===== config.mk =====
export PLATFORM = sky130hd
export DESIGN_NAME = player_mover_flat
export DESIGN_NICKNAME = d
export VERILOG_FILES = /design/src/rtl/player_mover_if.sv /design/src/rtl/player_mover.sv /design/src/flat_wrapper.sv
export SDC_FILE = /design/constraint.sdc
export NUM_CORES = 1
export LEC_CHECK = 0
export ABC_CLOCK_PERIOD_IN_PS = 4200
export BUFFER_PORTS_ARGS = -buffer_cell sky130_fd_sc_hd__buf_2
export CORE_MARGIN = 2
export CORE_UTILIZATION = 60
export DETAILED_ROUTE_END_ITERATION = 16
export PLACE_DENSITY = 0.92
export SETUP_SLACK_MARGIN = 0.5
export SYNTH_ARGS = -nofsm -noshare
export SYNTH_HDL_FRONTEND = slang
export SYNTH_SLANG_ARGS = --single-unit

===== constraint.sdc =====
create_clock -name clk -period 4.2 [get_ports clk]
set_input_delay 0.21 -clock clk [delete_from_list [all_inputs] [get_ports clk]]
set_output_delay 0.21 -clock clk [all_outputs]
set_load 0.005 [all_outputs]

===== src/rtl/player_mover_if.sv =====
// Move request/response bundle between a controller and player_mover.
// Controller side uses master; the mover uses slave.
interface player_mover_if;
  logic       move_req;
  logic [1:0] dir;
  logic       move_ack;
  logic       blocked;
  logic       busy;

  modport master (
    output move_req,
    output dir,
    input  move_ack,
    input  blocked,
    input  busy
  );

  modport slave (
    input  move_req,
    input  dir,
    output move_ack,
    output blocked,
    output busy
  );
endinterface


===== src/rtl/player_mover.sv =====
// Tile-stepping player mover with wall lookup and post-move cooldown.
// Define NOCLIP_EN to ignore maze walls; only the maze bounds then block.
module player_mover #(
  parameter int CELL_SIZE     = 16,
  parameter int MAZE_X0       = 64,
  parameter int MAZE_Y0       = 64,
  parameter int START_X       = 1,
  parameter int START_Y       = 1,
  parameter int MOVE_COOLDOWN = 5000000
) (
  input  logic        clk,
  input  logic        resetn,
  player_mover_if.slave mv,
  output logic [3:0]  map_addr,
  input  logic [29:0] map_data,
  output logic [4:0]  tile_x,
  output logic [3:0]  tile_y,
  output logic [9:0]  px_x,
  output logic [8:0]  px_y
);

  localparam int CW    = $clog2(MOVE_COOLDOWN) + 1;
  localparam int CS_SH = $clog2(CELL_SIZE);

  localparam logic [4:0]  LAST_COL = 5'd29;
  localparam logic [3:0]  LAST_ROW = 4'd11;
  localparam logic [4:0]  ST_X     = 5'(START_X);
  localparam logic [3:0]  ST_Y     = 4'(START_Y);
  localparam logic [9:0]  X0       = 10'(MAZE_X0);
  localparam logic [8:0]  Y0       = 9'(MAZE_Y0);
  localparam logic [CW-1:0] CD_LOAD = CW'(MOVE_COOLDOWN - 1);
  localparam logic [29:0] COL0_BIT = 30'h2000_0000;

  typedef enum logic [1:0] {
    S_IDLE,
    S_LOOKUP,
    S_DONE,
    S_COOL
  } state_t;

  state_t        r_state;
  state_t        w_next;
  logic [4:0]    r_tile_x;
  logic [3:0]    r_tile_y;
  logic [4:0]    r_tgt_x;
  logic [3:0]    r_tgt_y;
  logic          r_oob;
  logic          r_blocked;
  logic [CW-1:0] r_cnt;

  logic [4:0]    w_tx;
  logic [3:0]    w_ty;
  logic          w_oob;
  logic          w_wall;

  // Out-of-bounds targets keep the current tile so the lookup row stays valid
  always_comb begin
    w_tx  = r_tile_x;
    w_ty  = r_tile_y;
    w_oob = 1'b0;
    unique case (1'b1)
      (mv.dir == 2'b00): begin
        if (r_tile_y == 4'd0) w_oob = 1'b1;
        else w_ty = r_tile_y - 4'd1;
      end
      (mv.dir == 2'b01): begin
        if (r_tile_y >= LAST_ROW) w_oob = 1'b1;
        else w_ty = r_tile_y + 4'd1;
      end
      (mv.dir == 2'b10): begin
        if (r_tile_x == 5'd0) w_oob = 1'b1;
        else w_tx = r_tile_x - 5'd1;
      end
      default: begin
        if (r_tile_x >= LAST_COL) w_oob = 1'b1;
        else w_tx = r_tile_x + 5'd1;
      end
    endcase
  end

`ifdef NOCLIP_EN
  logic w_unused_map;
  assign w_unused_map = ^map_data;
  assign w_wall       = 1'b0;
`else
  assign w_wall = |(map_data & (COL0_BIT >> r_tgt_x));
`endif

  always_comb begin
    w_next = r_state;
    unique case (r_state)
      S_IDLE:   if (mv.move_req) w_next = S_LOOKUP;
      S_LOOKUP: w_next = S_DONE;
      S_DONE:   w_next = r_blocked ? S_IDLE : S_COOL;
      S_COOL:   if (r_cnt == '0) w_next = S_IDLE;
      default:  w_next = S_IDLE;
    endcase
  end

  always_ff @(posedge clk or negedge resetn) begin
    if (!resetn) begin
      r_state   <= S_IDLE;
      r_tile_x  <= ST_X;
      r_tile_y  <= ST_Y;
      r_tgt_x   <= ST_X;
      r_tgt_y   <= ST_Y;
      r_oob     <= 1'b0;
      r_blocked <= 1'b0;
      r_cnt     <= '0;
    end else begin
      r_state <= w_next;
      unique case (r_state)
        S_IDLE: begin
          if (mv.move_req) begin
            r_tgt_x <= w_tx;
            r_tgt_y <= w_ty;
            r_oob   <= w_oob;
          end
        end
        S_LOOKUP: r_blocked <= w_wall | r_oob;
        S_DONE: begin
          if (!r_blocked) begin
            r_tile_x <= r_tgt_x;
            r_tile_y <= r_tgt_y;
          end
          r_cnt <= CD_LOAD;
        end
        S_COOL: begin
          if (r_cnt != '0) r_cnt <= r_cnt - 1'b1;
        end
        default: ;
      endcase
    end
  end

  assign map_addr    = (r_state == S_LOOKUP) ? r_tgt_y : r_tile_y;
  assign mv.move_ack = (r_state == S_DONE);
  assign mv.blocked  = r_blocked;
  assign mv.busy     = (r_state != S_IDLE);

  assign tile_x = r_tile_x;
  assign tile_y = r_tile_y;
  assign px_x   = X0 + ({5'd0, r_tile_x} << CS_SH);
  assign px_y   = Y0 + ({5'd0, r_tile_y} << CS_SH);

endmodule


===== src/flat_wrapper.sv =====
// flat-port wrapper written by rule: the top's interface ports become plain ports
module player_mover_flat 
#(
  parameter int CELL_SIZE     = 16,
  parameter int MAZE_X0       = 64,
  parameter int MAZE_Y0       = 64,
  parameter int START_X       = 1,
  parameter int START_Y       = 1,
  parameter int MOVE_COOLDOWN = 5000000
)
  (clk, resetn, map_addr, map_data, tile_x, tile_y, px_x, px_y, mv_move_req, mv_dir, mv_move_ack, mv_blocked, mv_busy);
  player_mover_if mv_i ();
  input  logic clk;
  input  logic resetn;
  output logic [3:0] map_addr;
  input  logic [29:0] map_data;
  output logic [4:0] tile_x;
  output logic [3:0] tile_y;
  output logic [9:0] px_x;
  output logic [8:0] px_y;
  input wire logic [$bits(mv_i.move_req)-1:0] mv_move_req;
  input wire logic [$bits(mv_i.dir)-1:0] mv_dir;
  output wire logic [$bits(mv_i.move_ack)-1:0] mv_move_ack;
  output wire logic [$bits(mv_i.blocked)-1:0] mv_blocked;
  output wire logic [$bits(mv_i.busy)-1:0] mv_busy;
  assign mv_i.move_req = mv_move_req;
  assign mv_i.dir = mv_dir;
  assign mv_move_ack = mv_i.move_ack;
  assign mv_blocked = mv_i.blocked;
  assign mv_busy = mv_i.busy;
  player_mover #(.CELL_SIZE(CELL_SIZE), .MAZE_X0(MAZE_X0), .MAZE_Y0(MAZE_Y0), .START_X(START_X), .START_Y(START_Y), .MOVE_COOLDOWN(MOVE_COOLDOWN)) u_core (.clk(clk), .resetn(resetn), .mv(mv_i), .map_addr(map_addr), .map_data(map_data), .tile_x(tile_x), .tile_y(tile_y), .px_x(px_x), .px_y(px_y));
endmodule

==> results of run 1 <==
-- sequential cells by signal, summed over array words and instances, names as in the netlist --
name / flops
u_core.r_cnt: 24
u_core.r_tgt_x: 5
u_core.tile_x: 5
u_core.r_tgt_y: 4
u_core.tile_y: 4
u_core.r_state: 2
u_core.mv.blocked: 1
u_core.r_oob: 1
-- power breakdown --
group	internal, µW	switching, µW	leakage, µW
logic	378	462	0.00101
registers	559	260	0.000539
clock network	114	146	0.0000373
total	1050	868	0.00158
-- cells by family (layout without fill, tap and decap cells) --
logic type,Yosys count,after routing
XOR/XNOR,7,7
multiplexers,14,14
other,1,8
flip-flops,46,46
AO/OA/AOI/OAI,105,105
AND/OR/NAND/NOR,165,165
buffers and inverters,54,88
adder cells (fa/ha/maj),12,12
-- cell usage in the layout, fill, tap and decap left out, types with 3 or more instances in the layout --
cell | Yosys | final
buf_2 | 0 | 61
nand2_1 | 44 | 44
dfrtp_1 | 42 | 42
nor2_1 | 35 | 35
o21ai_0 | 30 | 30
inv_1 | 19 | 19
a21oi_1 | 16 | 16
nor3_1 | 13 | 13
ha_1 | 12 | 12
mux2i_1 | 11 | 11
nand3_1 | 10 | 10
a311oi_1 | 10 | 10
nand4_1 | 8 | 8
conb_1 | 1 | 8
a31oi_1 | 7 | 7
xnor2_1 | 6 | 6
and3_1 | 5 | 5
and2_1 | 5 | 5
a211oi_1 | 5 | 5
nor3b_1 | 5 | 5
nor2b_1 | 5 | 5
clkbuf_8 | 0 | 5
or3_1 | 4 | 4
nand2b_1 | 4 | 4
nand3b_1 | 4 | 4
dfstp_2 | 4 | 4
mux2_2 | 3 | 3
o211ai_1 | 3 | 3
a2111oi_0 | 3 | 3
nor4_1 | 3 | 3
a211o_1 | 3 | 3
nand4b_1 | 3 | 3
a22oi_1 | 3 | 3
-- worst register-to-register path: cells and delay by family, from the launching register on --
kind / cells / cell delay [ns]
flops: 1 / 0.77
simple gates: 2 / 0.76
buf+inv: 1 / 0.40
compound gates: 2 / 0.55
-- layout make-up --
type,instances,share of cell area [%]
multi-input cells,311,53.9
flip-flops and latches,46,31.2
repair buffers,62,8.43
well taps,72,2.43
clock buffers,6,1.96
inverters,19,1.92
clock inverters,1,0.202
-- worst max path at each step --
stage / startpoint / endpoint / slack (ns)
after CTS: u_core.r_state[0] / map_addr[1] / 1.60
after global routing: u_core.r_state[0] / u_core.mv.blocked / 1.23
final: u_core.r_state[0] / map_addr[1] / 1.54
after detailed placement: u_core.r_state[0] / u_core.mv.blocked / 1.67
after floorplan: u_core.r_cnt[12] / u_core.r_cnt[21] / 2.08
after global placement: u_core.r_state[0] / u_core.mv.blocked / 1.84
-- per-stage QoR --
step | power (µW) | setup slack, ns | instances | utilization [%]
after floorplan | 1390 | 2.08 | 411 | -
after global placement | 1620 | 1.84 | 510 | 66.3
after detailed placement | 1650 | 1.67 | 510 | 66.3
after CTS | 1920 | 1.60 | 517 | 67.8
after global routing | 2080 | 1.23 | 517 | 67.8
final | 1920 | 1.54 | 517 | 67.8
-- metal layers --
metal  vias up  share of wire [%]  wire length (µm)  GRT usage (%)
li1       1548                  -                 -              -
met1      1530                 42              3340           34.4
met2        88                 53              4220           47.3
met3         6                4.6               368           3.52
met4         0               0.71                57           7.07
met5         -                  0                 0              0
==> impl_results.md, run 1 <==
* Synth cell count leaders: nand2_1 (44), dfrtp_1 (42), nor2_1 (35), o21ai_0 (30), clkbuf_1 (23)
* Worst EP required at about 4 ns
* Width of the die at 79.0 µm
* Share of cells above drive strength 1 at approximately a fifth
* Crit path largest cell delay at about 0.77 ns
* Arr. time, crit path at around 2.5 ns
* Crit path buf inv count at 2
* Largest net degree at the start of global routing at 47
* Setup Skew at 0.00628 ns
* Grt total ovfl at 0
* CP max stage cell: dfrtp_1
* Critical path depth at 4
* Reg2reg end: u_core.mv.blocked
* XOR/XNOR share of the synthesized area at 1.82%
* Critical path peak fanout at 20
* Fin Setup TNS at 0 ns
* Post-synthesis compound-gate area fraction at 21.2%
* Global placement routability congestion at between 0.8 and 0.9
* Post-CTS sizing at 0
* Net total in the final layout at 492
* Most common cell in the netlist: nand2_1
* Clk sinks at 46
* Slew headroom at about 34%
* Clk_lat worst skew at 0.30 ns
* Avg Inst Size Synth at 8.36 µm²
* Startpoint types: flip-flop
* CTS clk-pin slew, worst paths at 0.09 ns
* CTS hold repair buffers at 0
* Synthesis-to-layout area growth at 9.86%
* Cells after Synth at between 400 and 500
* PwrDens at 518 nW/µm²
* Area contributors post-synth: dfrtp_1 (31%), nand2_1 (4.9%), ha_1 (4.4%)
* Crit path time final at 2.66 ns
* Static leakage at approximately 0.0016 µW
* Max VDD drop at between 0.3 and 0.4 mV
* Clk buf depth at 2
* # DRC at 0
* Unrepaired setup endpoints after global routing: no
* Max-cap viol count at 0
* Hold WS at 0.0690 ns
* Drt total wl at 7990 µm
* Simple-Gate Fraction of Synth Area at 26.6%
* Post-synthesis cell type count at 68
* First-pass GRT wire length at 13600 µm
* EDFF count, synth at 0
* Delay-heaviest family, CP: flip-flops
* Fin crit share at 63.4%
* Largest family of logic cells by synthesized area: simple AND/OR/NAND/NOR gates
* FF-to-FF setup slack at 1.59 ns
* Fillers at 455
* CP Class: reg -> out
* Area leader, netlist: dfrtp_1
* Outcome: finished, final reports clean
* # IOs at 70
* Root buf cell: clkbuf_8
* Post-CTS Setup Inserts at 0
* Starting density of the core at 61.7%
* Overall routing resource usage at 26.7%
* Setup-violating endpoint count in the final report at 0
* Sequential-to-total area share from yosys stat at between 30% and 40%
* DIE AREA at 6240 µm²
* CP Capture Type: primary output
* Post-synth top area share at 31.1%
* Worst slew pin tran at 0.992 ns
* CTS H-tree lvls at 2
* Multi-input gate area at 2000 µm²
* Die H at 79.0 µm
* Post-synth top flop: dfrtp_1
* Vias at 3172
* CTS tree: yes
* Number of diodes at 0
* Vias in the first global route at 2962
* Post-route cell area at 3710 µm²
* Synth Warn # at 0
* Async SR Flop Fraction at 100%
* Pre-antenna DRT Iters at 4
* Hold violation count in the final report at 0
* Max Clock Freq at around 380 MHz
* Crit-path cells: inv_1, nor2_1, o21ai_0, buf_2
* Critical R2R Launch: u_core.r_state[0]
* Dpl hpwl at 5790 µm
* Initial drt markers at 249
* Synth Cell Area at 3380 µm²
* Num CTS Buffers at 5
* Initial antenna violation count at 0
* Post-Synth Adder-Cell Area at under 10%
* Vias per cell at 6.14
* Post-synthesis mux area share at approximately 4.3%
* Number of synthesized register bits at 46
* Number of I/O port buffers at about 60
* Dpl cell area at around 3600 µm²
* DRT antenna net count at 0
* Row count at 27
* Reg area at roughly 1200 µm²
* Hold Crit Class: in -> async
* Worst R2R Path Depth at 5
* Core Box Area at about 5500 µm²
* DR WL/cell at approximately 15 µm
* Slew Limit Fails at 0
Power figures use the tool's default switching activity.
==> run 2, diff against run 1 <==
Settings changed: ABC_CLOCK_PERIOD_IN_PS 4200 to 2480, CORE_UTILIZATION 60 to 56, PLACE_DENSITY 0.92 to 0.87.
Clock period 4.2 ns to 2.48 ns, I/O delays scaled along.
==> run 2 against run 1 <==
Net effect:
- the run now ends with hold timing left
- utilization grew 3.0 points
- worst setup slack lost 1.2 ns
- clock skew grew 0.0063 ns
- non-clock buffer count rose by 29
- clock power increased by 83%
- clock-buffer cell count fell by 1
- die area is 6.8% higher
- combinational power rose by 100%
==> impl_results.md, run 2 (synthesis results as in run 1) <==
* Outcome: finished, violations left
* Failing checks: hold timing
* CP Capture Type: flip-flop
* Worst EP required at 2.68 ns (-1.31 ns)
* Clk pwr share at 13.6% (about the same)
* Number of diodes at 0 (unchanged)
* Slew Limit Fails at 0 (unchanged)
* Num CTS Buffers at 5 (unchanged)
* Setup-violating endpoint count in the final report at 0 (unchanged)
* Fin cells at 550 (+6.4%)
* Startpoint types: flip-flop
* Starting density of the core at 57.4% (-4.3 points)
* Cells after DPL at 518 (+1.6%)
* Hold violation count in the final report at 18 (+18)
* Clk buf depth at 2 (unchanged)
* Worst slew pin tran at 1.02 ns (+0.0232 ns)
* # DRC at 0 (unchanged)
* Clk_lat worst skew at 0.31 ns (about the same)
* Net total in the final layout at 521 (+5.9%)
* Vias per cell at 6.14 (about the same)
* Max reg flops at 24 (unchanged)
* Max-cap viol count at 0 (unchanged)
* Vias in the first global route at 3055 (+3.1%)
* Sw Ratio at 45.0% (-0.20 points)
* CTS H-tree lvls at 2 (unchanged)
* Core Box Area at 5890 µm² (+7.5%)
* DRT antenna net count at 0 (unchanged)
* Vias at 3375 (+6.4%)
* DR WL/cell at 16.5 µm (+6.7%)
* Overall routing resource usage at 25.9% (-0.79 points)
* Dpl hpwl at 5710 µm (-1.5%)
* PwrDens at 841 nW/µm² (+62%)
* Critical R2R Launch: u_core.r_cnt[11]
* Hold WS at -0.0131 ns (-0.0820 ns)
* CP Class: reg -> reg
* CTS tree: yes
* Arr. time, crit path at 2.34 ns (-0.11 ns)
* Slew headroom at 32.3% (-1.5 points)
* Setup Skew at 0.0126 ns (+0.00630 ns)
* Critical path peak fanout at 6 (-70%)
* Switch Pwr at 1580 µW (+82%)
* Fin crit share at 86.6%
* Seq pwr share at 37.9% (-4.8 points)
* Largest net degree at the start of global routing at 47 (unchanged)
* Max VDD drop at 0.716 mV (+93%)
* CTS clk-pin slew, worst paths at 0.09 ns (about the same)
* Drt total wl at 9060 µm (+13%)
* Clk sinks at 46 (unchanged)
* Max Clock Freq at about 470 MHz
* Crit path time final at 2.15 ns
* Die H at 81.6 µm (+3.3%)
* Commonest cells after routing, fill and taps aside: buf_2 (61), nand2_1 (44), dfrtp_1 (38), nor2_1 (30), o21ai_0 (29)
* Root buf cell: clkbuf_8
* First-pass GRT wire length at 13700 µm (+0.96%)
* DIE AREA at 6670 µm² (+6.8%)
* Fin Setup TNS at 0 ns (unchanged)
* # IOs at 70 (unchanged)
* Global placement routability congestion at 0.859 (-0.29%)
* Pre-antenna DRT Iters at 4 (unchanged)
* Row count at 28 (+3.7%)
* Synthesis-to-layout area growth at 23.3%
* Gate power share at 48.5% (+4.7 points)
* Largest reg by FF count: u_core.r_cnt
* Cell-internal power at 1920 µW (+83%)
* Most common cell after layout, fill and taps aside: buf_2
* FF-to-FF setup slack at 0.33 ns (-1.26 ns)
* Initial drt markers at 327 (+31%)
* Width of the die at 81.6 µm (+3.3%)
* Number of I/O port buffers at 61 (unchanged)
* Reg2reg end: u_core.r_cnt[18]
* Initial antenna violation count at 0 (unchanged)
* Hold Crit Class: in -> async
* Worst R2R Path Depth at 5 (unchanged)
* Grt total ovfl at 0 (unchanged)
* Final total power at 3500 µW (+82%)
* Static leakage at 0.00178 µW (+12%)
* Share of cells above drive strength 1 at 33.1% (+14 points)
* Unrepaired setup endpoints after global routing: yes
run 2: worst max-delay path by stage:
stage,end,from,cells after the start,slack (ns)
4_1_cts,u_core.r_cnt[20],u_core.r_cnt[10],6,0.44
2_1_floorplan,u_core.r_cnt[18],u_core.r_cnt[11],5,0.47
6_report,u_core.r_cnt[18],u_core.r_cnt[11],5,0.33
3_3_place_gp,u_core.r_cnt[11],u_core.r_cnt[4],5,0.30
3_5_place_dp,u_core.r_cnt[11],u_core.r_cnt[4],5,0.23
5_1_grt,u_core.r_cnt[18],u_core.r_cnt[11],5,0.25
run 2: power by group through the flow:
| stage | combinational, µW | clock (µW) | sequential [µW] |
|---|---|---|---|
| 3_3_place_gp | 1500 | 0 | 1310 |
| 6_report | 1700 | 476 | 1330 |
| 3_5_place_dp | 1540 | 0 | 1320 |
| 2_1_floorplan | 1230 | 0 | 1130 |
| 4_1_cts | 1620 | 487 | 1310 |
| 5_1_grt | 1890 | 519 | 1380 |
run 2: per-layer routing:
layer / wire length [µm] / part of all wire [%] / vias to the layer above / GRT usage, %
li1: - / - / 1599 / -
met1: 3790 / 42 / 1615 / 32.9
met2: 4580 / 51 / 134 / 43.0
met3: 438 / 4.8 / 27 / 4.40
met4: 251 / 2.8 / 0 / 12.2
met5: 0 / 0 / - / 0
run 2: area by class of cell:
type | instances | area, µm²
repair buffers | 91 | 538
multi-input cells | 311 | 2200
flip-flops and latches | 46 | 1160
clock inverters | 3 | 22.5
clock buffers | 5 | 68.8
inverters | 19 | 75.1
fillers | 425 | 1720
well taps | 75 | 93.8
run 2: timing repair:
action	in CTS	in global routing
hold buffers	0	0
gates cloned	1	0
gates resized for setup	27	25
endpoints found under the hold margin	0	0
endpoints found under the setup margin	25	25
setup buffers	15	8
pin swaps	20	12
run 2: per-stage QoR:
stage          area (µm²)  utilization, %  setup slack (ns)
3_5_place_dp         3680            62.5             0.230
3_3_place_gp         3680            62.5             0.297
5_1_grt              4160            70.7             0.255
6_report             4160            70.7             0.333
2_1_floorplan        3410               -             0.467
4_1_cts              4000            68.0             0.440
run 2: critical path, cell delays in order, from the launching register on:
cell	delay [ns]
dfrtp_1	0.41
or4_4	0.57
or2_4	0.29
a2111oi_2	0.37
nor2_1	0.10
a311oi_1	0.31
